**src/rtl/seq_detector_param.sv**
```systemverilog
// Serial pattern detector: runtime-loadable pattern, overlap select, bit history
// window and a saturating match counter.
module seq_detector_param #(
  parameter int              W         = 10,
  parameter int              PLEN      = 4,
  parameter int              CNT_W     = 8,
  parameter logic [PLEN-1:0] RESET_PAT = PLEN'(4'b1011)
) (
  input  logic             clk,
  input  logic             rst,
  input  logic             data,
  input  logic             valid,
  input  logic [PLEN-1:0]  pattern,
  input  logic             load,
  input  logic             overlap,
  input  logic             clear,
  output logic             match,
  output logic [W-1:0]     d,
  output logic [CNT_W-1:0] match_count,
  output logic             armed
);

  localparam int             FW       = $clog2(PLEN + 1);
  localparam logic [FW-1:0]  FILL_MAX = FW'(PLEN);
  localparam logic [FW-1:0]  ARM_TH   = FW'(PLEN - 1);

  logic [PLEN-1:0] pat_reg;
  logic [FW-1:0]   fill;
  logic [PLEN-1:0] cand;
  logic [W-1:0]    d_shift;
  logic [FW-1:0]   fill_inc;
  logic            hit;

  assign cand     = {d[PLEN-2:0], data};
  assign d_shift  = {d[W-2:0], data};
  assign fill_inc = (fill == FILL_MAX) ? fill : fill + FW'(1);
  assign armed    = (fill >= ARM_TH);
  // Only a plain valid cycle may complete a match; clear/load suppress evaluation.
  assign hit      = valid && !clear && !load && armed && (cand == pat_reg);

  always_ff @(posedge clk or negedge rst) begin
    if (!rst) begin
      d           <= '0;
      pat_reg     <= RESET_PAT;
      fill        <= '0;
      match       <= 1'b0;
      match_count <= '0;
    end else if (clear) begin
      d           <= '0;
      fill        <= '0;
      match       <= 1'b0;
      match_count <= '0;
    end else if (load) begin
      // The shifted-in bit still lands in d but does not count toward fill.
      pat_reg <= pattern;
      fill    <= '0;
      match   <= 1'b0;
      if (valid) d <= d_shift;
    end else if (valid) begin
      d     <= d_shift;
      match <= hit;
      if (hit) begin
        if (match_count != {CNT_W{1'b1}}) match_count <= match_count + CNT_W'(1);
        fill <= overlap ? fill_inc : '0;
      end else begin
        fill <= fill_inc;
      end
    end else begin
      match <= 1'b0;
    end
  end

endmodule

```
**config.mk**
```make
export PLATFORM = sky130hd
export DESIGN_NAME = seq_detector_param
export DESIGN_NICKNAME = d
export VERILOG_FILES = /design/src/rtl/seq_detector_param.sv
export SDC_FILE = /design/constraint.sdc
export NUM_CORES = 1
export LEC_CHECK = 0
export CORE_AREA = 2 2 59 61
export CTS_CLUSTER_SIZE = 16
export DETAILED_ROUTE_END_ITERATION = 7
export DIE_AREA = 0 0 61 63
export PLACE_DENSITY = 0.8
export RECOVER_POWER = 50
export SETUP_SLACK_MARGIN = 0.1
export SLEW_MARGIN = 10
export SYNTH_ARGS = -nofsm -noshare
export SYNTH_HDL_FRONTEND = slang
export SYNTH_SLANG_ARGS = --single-unit
export TNS_END_PERCENT = 1
```
**constraint.sdc**
```tcl
create_clock -name clk -period 1.8 [get_ports clk]
set_input_delay 0.36 -clock clk [delete_from_list [all_inputs] [get_ports clk]]
set_output_delay 0.36 -clock clk [all_outputs]
set_load 0.01 [all_outputs]
```
==> results of run 1 <==
## power groups by stage
stage | clock (mW) | combinational, mW | sequential [mW]
after floorplan | 0 | 0.0905 | 0.639
after global placement | 0 | 0.152 | 0.640
after detailed placement | 0 | 0.157 | 0.641
after CTS | 0.304 | 0.157 | 0.630
after global routing | 0.326 | 0.166 | 0.633
final | 0.295 | 0.154 | 0.630
## repair_timing
| item | in CTS | in global routing |
|---|---|---|
| pin swaps | 3 | 6 |
| gates resized for setup | 18 | 10 |
| setup buffers | 0 | 1 |
| endpoints found under the hold margin | 0 | 0 |
| setup endpoints to repair | 20 | 16 |
| cloned | 0 | 1 |
## critical path, stage by stage, from the launching register on
cell and delay (ns):
dfrtp_1 0.41, ha_2 0.20, ha_4 0.16, a211o_4 0.27, buf_6 0.12
## stage by stage
step	instance area (sq um)	hold slack [ns]	total power [mW]	TNS, ns
final	1960	0.574	1.08	-0.0254
after global routing	1960	0.597	1.12	-0.517
after CTS	1910	0.399	1.09	-0.0402
after detailed placement	1850	0.528	0.798	-2.55
after global placement	1850	0.503	0.792	-1.95
after floorplan	1410	0.0644	0.730	0
## layout make-up
cell class,count,share of cell area
multi-input cells,88,0.377
flip-flops and latches,26,0.335
clock buffers,4,0.0186
repair buffers,50,0.230
well taps,46,0.0294
inverters,5,0.00960
## cell families after synthesis
kind of cell | Yosys count | synth area share
AND/OR/NAND/NOR | 47 | 0.187
multiplexers | 19 | 0.142
adder cells (fa/ha/maj) | 4 | 0.0355
flip-flops | 26 | 0.464
buffers and inverters | 11 | 0.0506
AO/OA/AOI/OAI | 14 | 0.0657
XOR/XNOR | 4 | 0.0542
## layer usage
metal,track usage,share of wire,vias to the layer above
li1,-,-,534
met2,0.298,0.53,19
met3,0.0228,0.033,2
met1,0.212,0.43,555
met4,0.0326,0.0079,0
met5,0,0,-
## cells in the mapped netlist
master     instances
o2111ai_1          1
ha_1               4
buf_4              1
or4_1              1
nor3b_1            1
nor2_2             1
nand3_1            4
mux2i_1           11
and3_1             1
nand4_1            3
or3_1              2
dfstp_2            3
a21oi_1            6
nand4_4            1
nor2b_1            6
buf_6              2
or2_2              1
o311ai_0           1
nor4_1             1
xnor2_2            3
nor2_1            15
dfrtp_1           23
and2_1             2
mux2_2             7
a211o_2            1
o21ai_0            2
nand2b_1           4
clkbuf_8           1
nor3_1             4
mux2_1             1
o32ai_1            2
clkbuf_1           1
xnor2_4            1
buf_2              1
inv_1              5
o31ai_1            1
## how the worst min path moves through the flow
stage                startpoint                          to  slack [ns]  cells after the start
3_3_place_gp   d[9]$_DFFE_PN0N_            d[9]$_DFFE_PN0N_        0.50                      2
2_1_floorplan               rst            d[0]$_DFFE_PN0N_        0.06                      0
5_1_grt        d[4]$_DFFE_PN0N_            d[4]$_DFFE_PN0N_        0.60                      2
3_5_place_dp   d[9]$_DFFE_PN0N_            d[9]$_DFFE_PN0N_        0.53                      2
6_report                    rst  match_count[7]$_DFFE_PN0P_        0.57                      2
4_1_cts                     rst            d[5]$_DFFE_PN0N_        0.40                      2
==> summary.md, run 1 <==
| Metric | Value |
|---|---|
| Pin count of the biggest net entering global routing | 27 |
| Num CTS Buffers | 3 |
| Psw | 261 uW |
| CP Launch Point | fill[1]$_DFFE_PN0P_ |
| Sequential cell area | 656 sq um |
| Syn nets | 140 |
| CTS root buf | clkbuf_4 |
| Layout Skew | 0.00796 ns |
| Seq/Total Area, Yosys | 0.464 |
| Starting density of the core | 0.436 |
| Diode count | 0 |
| Via density per instance | 5.07 |
| Synth cell types | 36 |
| Worst R2R Setup Slack | 0.01 ns |
| Drt pass-1 iters | 4 |
| Via Count | around 1100 |
| DP HPWL | around 2.2 mm |
| Final max-slew violation count | 0 |
| Final Hold Vio Count | 0 |
| Critical Path End Type | output port |
| Worst path required time | 1.44 ns |
| Commonest non-fill, non-tap cells in the layout | dfrtp_1, clkdlybuf4s50_1, nor2_1, buf_4, mux2i_1 |
| R2r endpoint | match_count[1]$_DFFE_PN0P_ |
| Crit start category | register |
| Commonest non-fill, non-tap cell in the layout | dfrtp_1 |
| Number of port buffers | 30 |
| Clk buf depth | 2 |
| Sink Count | 26 |
| Arrival @ worst endpoint | 1.47 ns |
| CTS H-tree lvls | 1 |
| Die height | 63 um |
| Crit path capture | armed |
| Switching portion of total power | 0.242 |
| Share of the synthesized area in the top cell type | 0.409 |
| Setup violations, final | 1 |
| Die Wd | 61 um |
| Hold_buf cts | 0 |
| Post-place setup slack | -0.285 ns |
| Layout area overhead | 38.8% |
| Pleak | 0.944 nW |
| YS warnings | 0 |
| Mean Syn Cell Area | 11.3 sq um |
| Cells after DPL | roughly 210 |
| CORE AREA | ~3200 sq um |
| Power Dens Cells | approximately 550 nW/um^2 |
| GRT Total Usage | 0.168 |
| Post-layout min period | around 1.8 ns |
| Logic pwr share | 0.143 |
| Fin crit share | 1.01 |
| Max Cap Violations | 0 |
| Cells on worst reg2reg path | 8 |
| Clock share of power | 0.274 |
| Cell taking the most area after synthesis | dfrtp_1 |
| CTS clk-pin slew, worst paths | 0.15 ns |
| Part of the power in registers | 0.584 |
| Final worst slack | -0.0254 ns |
| Initial antenna violation count | 0 |
| # DRC | 0 |
| Final wirelength | 3.04 mm |
| Vias in the first global route | 1123 |
| Cell internal pwr | 818 uW |
| Cell count after synthesis | 125 |
| RR Startpoint | fill[1]$_DFFE_PN0P_ |
| Final GP Congestion | 0.920 |
| Util after Layout | 0.605 |
| Die area | 3840 sq um |
| Failing checks | setup timing |
| Relative slew margins | 0.574 |
| Max frequency | 548 MHz |
| Area of the multi-input gates | 738 sq um |
| GRT overflow | 0 |
| FP Rows | 21 |
| Max reg flops | 10 |
| Synth area leaders | dfrtp_1, mux2i_1, dfstp_2 |
| Share of post-route cells with drive strength above 1 | 0.295 |
| Worst Tran Pin Value | between 0.6 and 0.7 ns |
| Fillcell total | 261 |
| Run status | finished with violations |
| Critical-path maximum fanout | 2 |
| Final Non-Filler Cells | 219 |
| Peak VDD IR | 0.449 mV |
| CTS tree | done |
| Antenna viol nets, final | 0 |
| Final net count | around 190 |
| RSZ-0062 raised after global routing | true |
| Syn Std Cell Area | around 1400 sq um |
| First-pass GRT wire length | 4.97 mm |
| Critical path class | register to output port |
| Clk Latency, worst-skew pair | approximately 0.31 ns |
| Worst min-delay path category | primary input to async pin |
| # IOs | 31 |
| Post-synthesis sequential element count | 26 |
| WL per Instance | 13.9 um |
| Starting DRC count in detailed routing | 43 |
(Power assumes the default switching activity.)
==> run 2: changes to the inputs <==
--- a/config.mk
+++ b/config.mk
@@ -6,9 +6,9 @@
 export NUM_CORES = 1
 export LEC_CHECK = 0
-export CORE_AREA = 2 2 59 61
-export CTS_CLUSTER_SIZE = 16
+export CORE_AREA = 2 2 55 57
+export CTS_CLUSTER_SIZE = 14
 export DETAILED_ROUTE_END_ITERATION = 7
-export DIE_AREA = 0 0 61 63
-export PLACE_DENSITY = 0.8
+export DIE_AREA = 0 0 57 59
+export PLACE_DENSITY = 0.87
 export RECOVER_POWER = 50
 export SETUP_SLACK_MARGIN = 0.1
==> constraint.sdc (replaced) <==
create_clock -name clk -period 2.3 [get_ports clk]
set_input_delay 0.46 -clock clk [delete_from_list [all_inputs] [get_ports clk]]
set_output_delay 0.46 -clock clk [all_outputs]
set_load 0.02 [all_outputs]
==> summary.md, run 2 (synthesized netlist as in run 1, its figures left out) <==
| Metric | Value |
|---|---|
| Final max-slew violation count | 0 |
| Critical Path End Type | output port |
| Min-Delay Endpoint | d[9]$_DFFE_PN0N_ |
| Layout area overhead | 25.8% |
| Pin count of the biggest net entering global routing | 27 |
| Via density per instance | around 5.6 |
| Antenna viol nets, final | 0 |
| RSZ-0062 raised after global routing | false |
| Cells on worst reg2reg path | 5 |
| Die Wd | 57 um |
| Hold depth | 2 |
| Max stage delay cell, worst path | dfrtp_1 |
| Worst Hold Launch | d[9]$_DFFE_PN0N_ |
| WL per Instance | 14.7 um |
| CORE AREA | 2710 sq um |
| Die area | roughly 3400 sq um |
| CP Buf/Inv Count | 1 |
| WHS | 0.556 ns |
| Worst min-delay path category | register to register |
| Max Cap Violations | 0 |
| Sink Count | 26 |
| Max frequency | 476 MHz |
| # IOs | 31 |
| Hold_buf cts | 0 |
| Power Dens Cells | roughly 480 nW/um^2 |
| Pleak | 0.757 nW |
| Final Hold Vio Count | 0 |
| CP max stage delay | roughly 0.43 ns |
| CTS clk-pin slew, worst paths | 0.14 ns |
| Clk buf depth | 2 |
| Vias in the first global route | 1060 |
| Initial antenna violation count | 0 |
| Arrival @ worst endpoint | 1.64 ns |
| Top cell family by delay on the critical path | flip-flops |
| Final net count | around 180 |
| Post-layout min period | between 2 and 2.5 ns |
| Clk Latency, worst-skew pair | 0.33 ns |
| Num CTS Buffers | 3 |
| Commonest non-fill, non-tap cells in the layout | clkdlybuf4s50_1, dfrtp_1, nor2_1 |
| Diode count | 0 |
| Starting density of the core | 0.520 |
| Commonest non-fill, non-tap cell in the layout | clkdlybuf4s50_1 |
| Worst path required time | between 1.5 and 2 ns |
| Fin crit share | 0.913 |
| CTS root buf | clkbuf_4 |
| Final wirelength | about 2.8 mm |
| # DRC | 0 |
| Final GP Congestion | between 0.8 and 0.9 |
| Critical-path maximum fanout | 2 |
| Most common cell on crit path | ha_1 |
| Critical path class | register to output port |
| Crit-path cells | ha_1, ha_1, a211o_2, buf_2 |
| Number of port buffers | 30 |
| GRT Total Usage | 0.184 |
| FP Rows | 19 |
| CTS H-tree lvls | 1 |
| Run status | finished, final reports clean |
| CTS tree | done |
| Worst Tran Pin Value | about 1.4 ns |
| First-pass GRT wire length | 4.82 mm |
| RR Startpoint | match_count[0]$_DFFE_PN0P_ |
| Final Cell Area | 1770 sq um |
| DP HPWL | 2.04 mm |
| Util after Layout | 0.654 |
| Worst R2R Setup Slack | 0.39 ns |
| Drt pass-1 iters | 4 |
| Area after DPL | 1730 sq um |
| Starting DRC count in detailed routing | 38 |
| Total power draw | 846 uW |
| Relative slew margins | 0.0763 |
| Setup violations, final | 0 |
| R2r endpoint | match_count[7]$_DFFE_PN0P_ |
| Peak VDD IR | 0.496 mV |
| Share of post-route cells with drive strength above 1 | 0.175 |
| Die height | 59 um |
| Layout Skew | 0.00338 ns |
| Max reg flops | 10 |
| Via Count | 1078 |
| GRT overflow | 0 |
| Crit start category | register |
[run 2: cell type report]
type	instances	area [sq um]
Tap cell	31	38.8
Clock buffer	4	36.3
Timing Repair Buffer	37	340
Sequential cell	26	654
Inverter	5	18.8
Multi-Input combinational cell	88	683
Fill cell	220	938
[run 2: routing by layer]
metal  vias to the layer above  global-route usage  part of all wire
li1                        510                   -                 -
met1                       535               0.231              0.41
met2                        27               0.322              0.53
met3                         6              0.0371             0.039
met4                         0              0.0598             0.019
met5                         -                   0                 0
[run 2: power breakdown]
part,internal (mW),switching [mW]
sequential,0.477,0.0162
clock,0.0970,0.140
combinational,0.0629,0.0536
total,0.637,0.210
[run 2: worst register-to-register path: stages, from the launching register on]
cell       delay (ns)
dfrtp_1          0.47
ha_1             0.28
nand3_1          0.09
o2111ai_1        0.24
nor4_1           0.38
mux2_1           0.35
[run 2: worst max-delay path by stage]
stage	from	endpoint	slack, ns	depth (start not counted)
after floorplan	match_count[0]$_DFFE_PN0P_	match_count[7]$_DFFE_PN0P_	0.51	6
after detailed placement	data	match_count[7]$_DFFE_PN0P_	-0.004	5
after CTS	fill[0]$_DFFE_PN0P_	armed	0.10	4
after global routing	fill[0]$_DFFE_PN0P_	armed	0.13	4
after global placement	data	match_count[7]$_DFFE_PN0P_	0.09	5
final	fill[0]$_DFFE_PN0P_	armed	0.20	4
[run 2: timing repair]
| item | CTS | global route |
|---|---|---|
| setup buffers | 2 | 1 |
| resized for setup | 3 | 1 |
| setup endpoints to repair | 1 | 1 |
[run 2: through the flow]
step | setup TNS [ns] | cells | setup slack [ns]
6_report | 0 | 191 | 0.199
5_1_grt | 0 | 191 | 0.131
4_1_cts | 0 | 190 | 0.105
3_5_place_dp | -0.00406 | 184 | -0.00406
3_3_place_gp | 0 | 184 | 0.0870
2_1_floorplan | 0 | 125 | 0.508
==> RTL edit: new RTL, settings of run 1 <==
Change the parameter `W` from 10 to 20.
--- a/src/rtl/seq_detector_param.sv
+++ b/src/rtl/seq_detector_param.sv
@@ -1,7 +1,7 @@
 // Serial pattern detector: runtime-loadable pattern, overlap select, bit history
 // window and a saturating match counter.
 module seq_detector_param #(
-  parameter int              W         = 10,
+  parameter int              W         = 20,
   parameter int              PLEN      = 4,
   parameter int              CNT_W     = 8,
   parameter logic [PLEN-1:0] RESET_PAT = PLEN'(4'b1011)
Ports: changed (resized d); port bits go from 31 to 41. No check against the original RTL was run, so the function may have changed too.
==> RTL edit against run 1 <==
- the run still ends with negative setup slack left
- critical path depth increased by 4
- fmax about the same
- worst setup slack about the same
- final area increased by 22%
- synthesized cell count increased by 19%
- power increased by 36%
- first-iteration DRC count increased by 98%
- sequential cell count increased by 10
- via count increased by 17%
- clock power increased by 55%
- routed wire length increased by 18%
- area after synthesis increased by 21%
- critical path type is now reg -> reg
==> RTL edit: results <==
metrics = {
    "place": {
        "dp_hpwl_mm": 2.537,
        "place.port_buffers": 40,
        "dpl_cell_area_um2": 2262,
        "place_congestion": 0.7561,
    },
    "logic_synthesis": {
        "ys_seq_area_frac": 0.5297,
        "netlist_top_cells_area": "dfrtp_1 48%, mux2i_1 12%, nor2_1 6.4%, dfstp_2 4.6%, xnor2_1 4.1%",
        "synthDistinctLibCells": 34,
        "synth_warnings": 0,
        "ys_top_cells_by_count": "33 x dfrtp_1, 29 x nor2_1, 21 x mux2i_1",
        "synth_nets": 164,
    },
    "cts": {
        "htree_levels": 2,
        "clock_latency_ns": 0.33,
        "cts_made_buffers": 5,
        "clkSlewWorstSetupHoldPaths_ns": 0.11,
    },
    "power": {
        "leakagePower_uw": 0.001086,
        "vdd_ir_drop_max_mv": 0.4870,
    },
    "worst_setup_path": {
        "worstReg2RegStart": "fill[0]",
        "slowest_stage": "dfrtp_1",
        "crit_arrival_ns": 2.05,
        "worstReg2RegEnd": "match_count[7]",
        "critPathMaxFanout": 4,
    },
    "grt": {
        "use_met2": 0.3239,
        "met1_usage": 0.2997,
        "gr-usage-met3": 0.04555,
        "grt_use_total": 0.2140,
        "grt_max_degree": 37,
        "grt_pass1_wl_mm": 6.113,
        "grt_pass1_vias": 1325,
        "antenna_found_initial": 0,
    },
    "cells_and_area": {
        "n_fill_cell": 237,
        "drive_gt1_frac": 0.2271,
        "largest_reg_flops": 20,
        "nNetsFinal": 221,
    },
    "timing": {
        "final.setup_skew_ns": 0.004796,
        "setup_viol": 3,
        "worst_pin_slew_ns": 0.8517,
        "setup_ws_ns": -0.02585,
    },
    "detailed_routing": {
        "wirelength_mm": 3.592,
        "drt_iter0_drc": 85,
        "dr.pass1.iters": 4,
        "viasPerCell": 5.130,
    },
    "run_status": {
        "violations": "negative setup slack",
        "status": "finished with violations",
    },
    "min_path": {
        "min_path_type": "reg -> reg",
    },
}
[RTL edit: cell types whose count changed after synthesis, sizes merged, moves of 2 or more]
cell	change
nand4	-2
a21oi	-4
nand3	+2
nor2	+14
or3	-2
mux2	-3
nor2b	-4
o32ai	-2
mux2i	+10
xnor2	+5
dfrtp	+10
nand2	+3
[RTL edit: power by group]
part | switching (uW) | total (uW) | internal, uW | leakage, uW
clock network | 265 | 457 | 191 | 0.0000315
logic | 81.1 | 159 | 77.8 | 0.000570
registers | 13.8 | 847 | 833 | 0.000484
[RTL edit: area by class of cell]
type                            instances  area share
Sequential cell                        36      0.3819
Multi-Input combinational cell        103      0.3430
Timing Repair Buffer                   56      0.2183
Tap cell                               46     0.02420
Clock buffer                            7     0.02315
Inverter                                4    0.006312
Clock inverter                          1    0.003156
[RTL edit: repair_timing]
item | in CTS | in global routing
pin swaps | 1 | 3
cloned | 0 | 0
endpoints found under the setup margin | 12 | 22
gates resized for setup | 13 | 3
setup buffers | 4 | 0
[RTL edit: worst max path at each step]
stage,startpoint,endpoint,slack (ns),depth (start not counted)
after CTS,fill[1],armed,-0.06,4
after global placement,data,match_count[7],-0.17,6
after floorplan,fill[1],match_count[7],0.02,7
after global routing,fill[0],match_count[6],-0.11,9
after detailed placement,data,fill[0],-0.20,6
final,fill[0],match_count[7],-0.03,8
[RTL edit: kinds of logic (layout without fill, tap and decap cells)]
logic type               Yosys count  in the layout  synth area share
XOR/XNOR                           9              9           0.05055
flip-flops                        36             36            0.5297
buffers and inverters             10             68           0.02417
AO/OA/AOI/OAI                      9              9           0.04543
multiplexers                      26             26            0.1582
AND/OR/NAND/NOR                   55             55            0.1626
adder cells (fa/ha/maj)            4              4           0.02931
[RTL edit: per-layer routing]
layer	wire [um]	vias up	part of all wire
li1	-	624	-
met1	1577	621	0.44
met2	1794	44	0.50
met3	163	9	0.045
met4	57	0	0.016
met5	0	-	0
[RTL edit: metrics by stage]
stage	utilization	cells	TNS, ns	hold WS [ns]	setup WS (ns)
2_1_floorplan	-	149	0	0.06441	0.02042
3_3_place_gp	0.7000	241	-1.247	0.5053	-0.1744
3_5_place_dp	0.7000	241	-1.796	0.5200	-0.2016
4_1_cts	0.7329	253	-0.1544	0.4415	-0.06480
5_1_grt	0.7360	253	-0.5248	0.5631	-0.1079
6_report	0.7360	253	-0.05103	0.5384	-0.02585
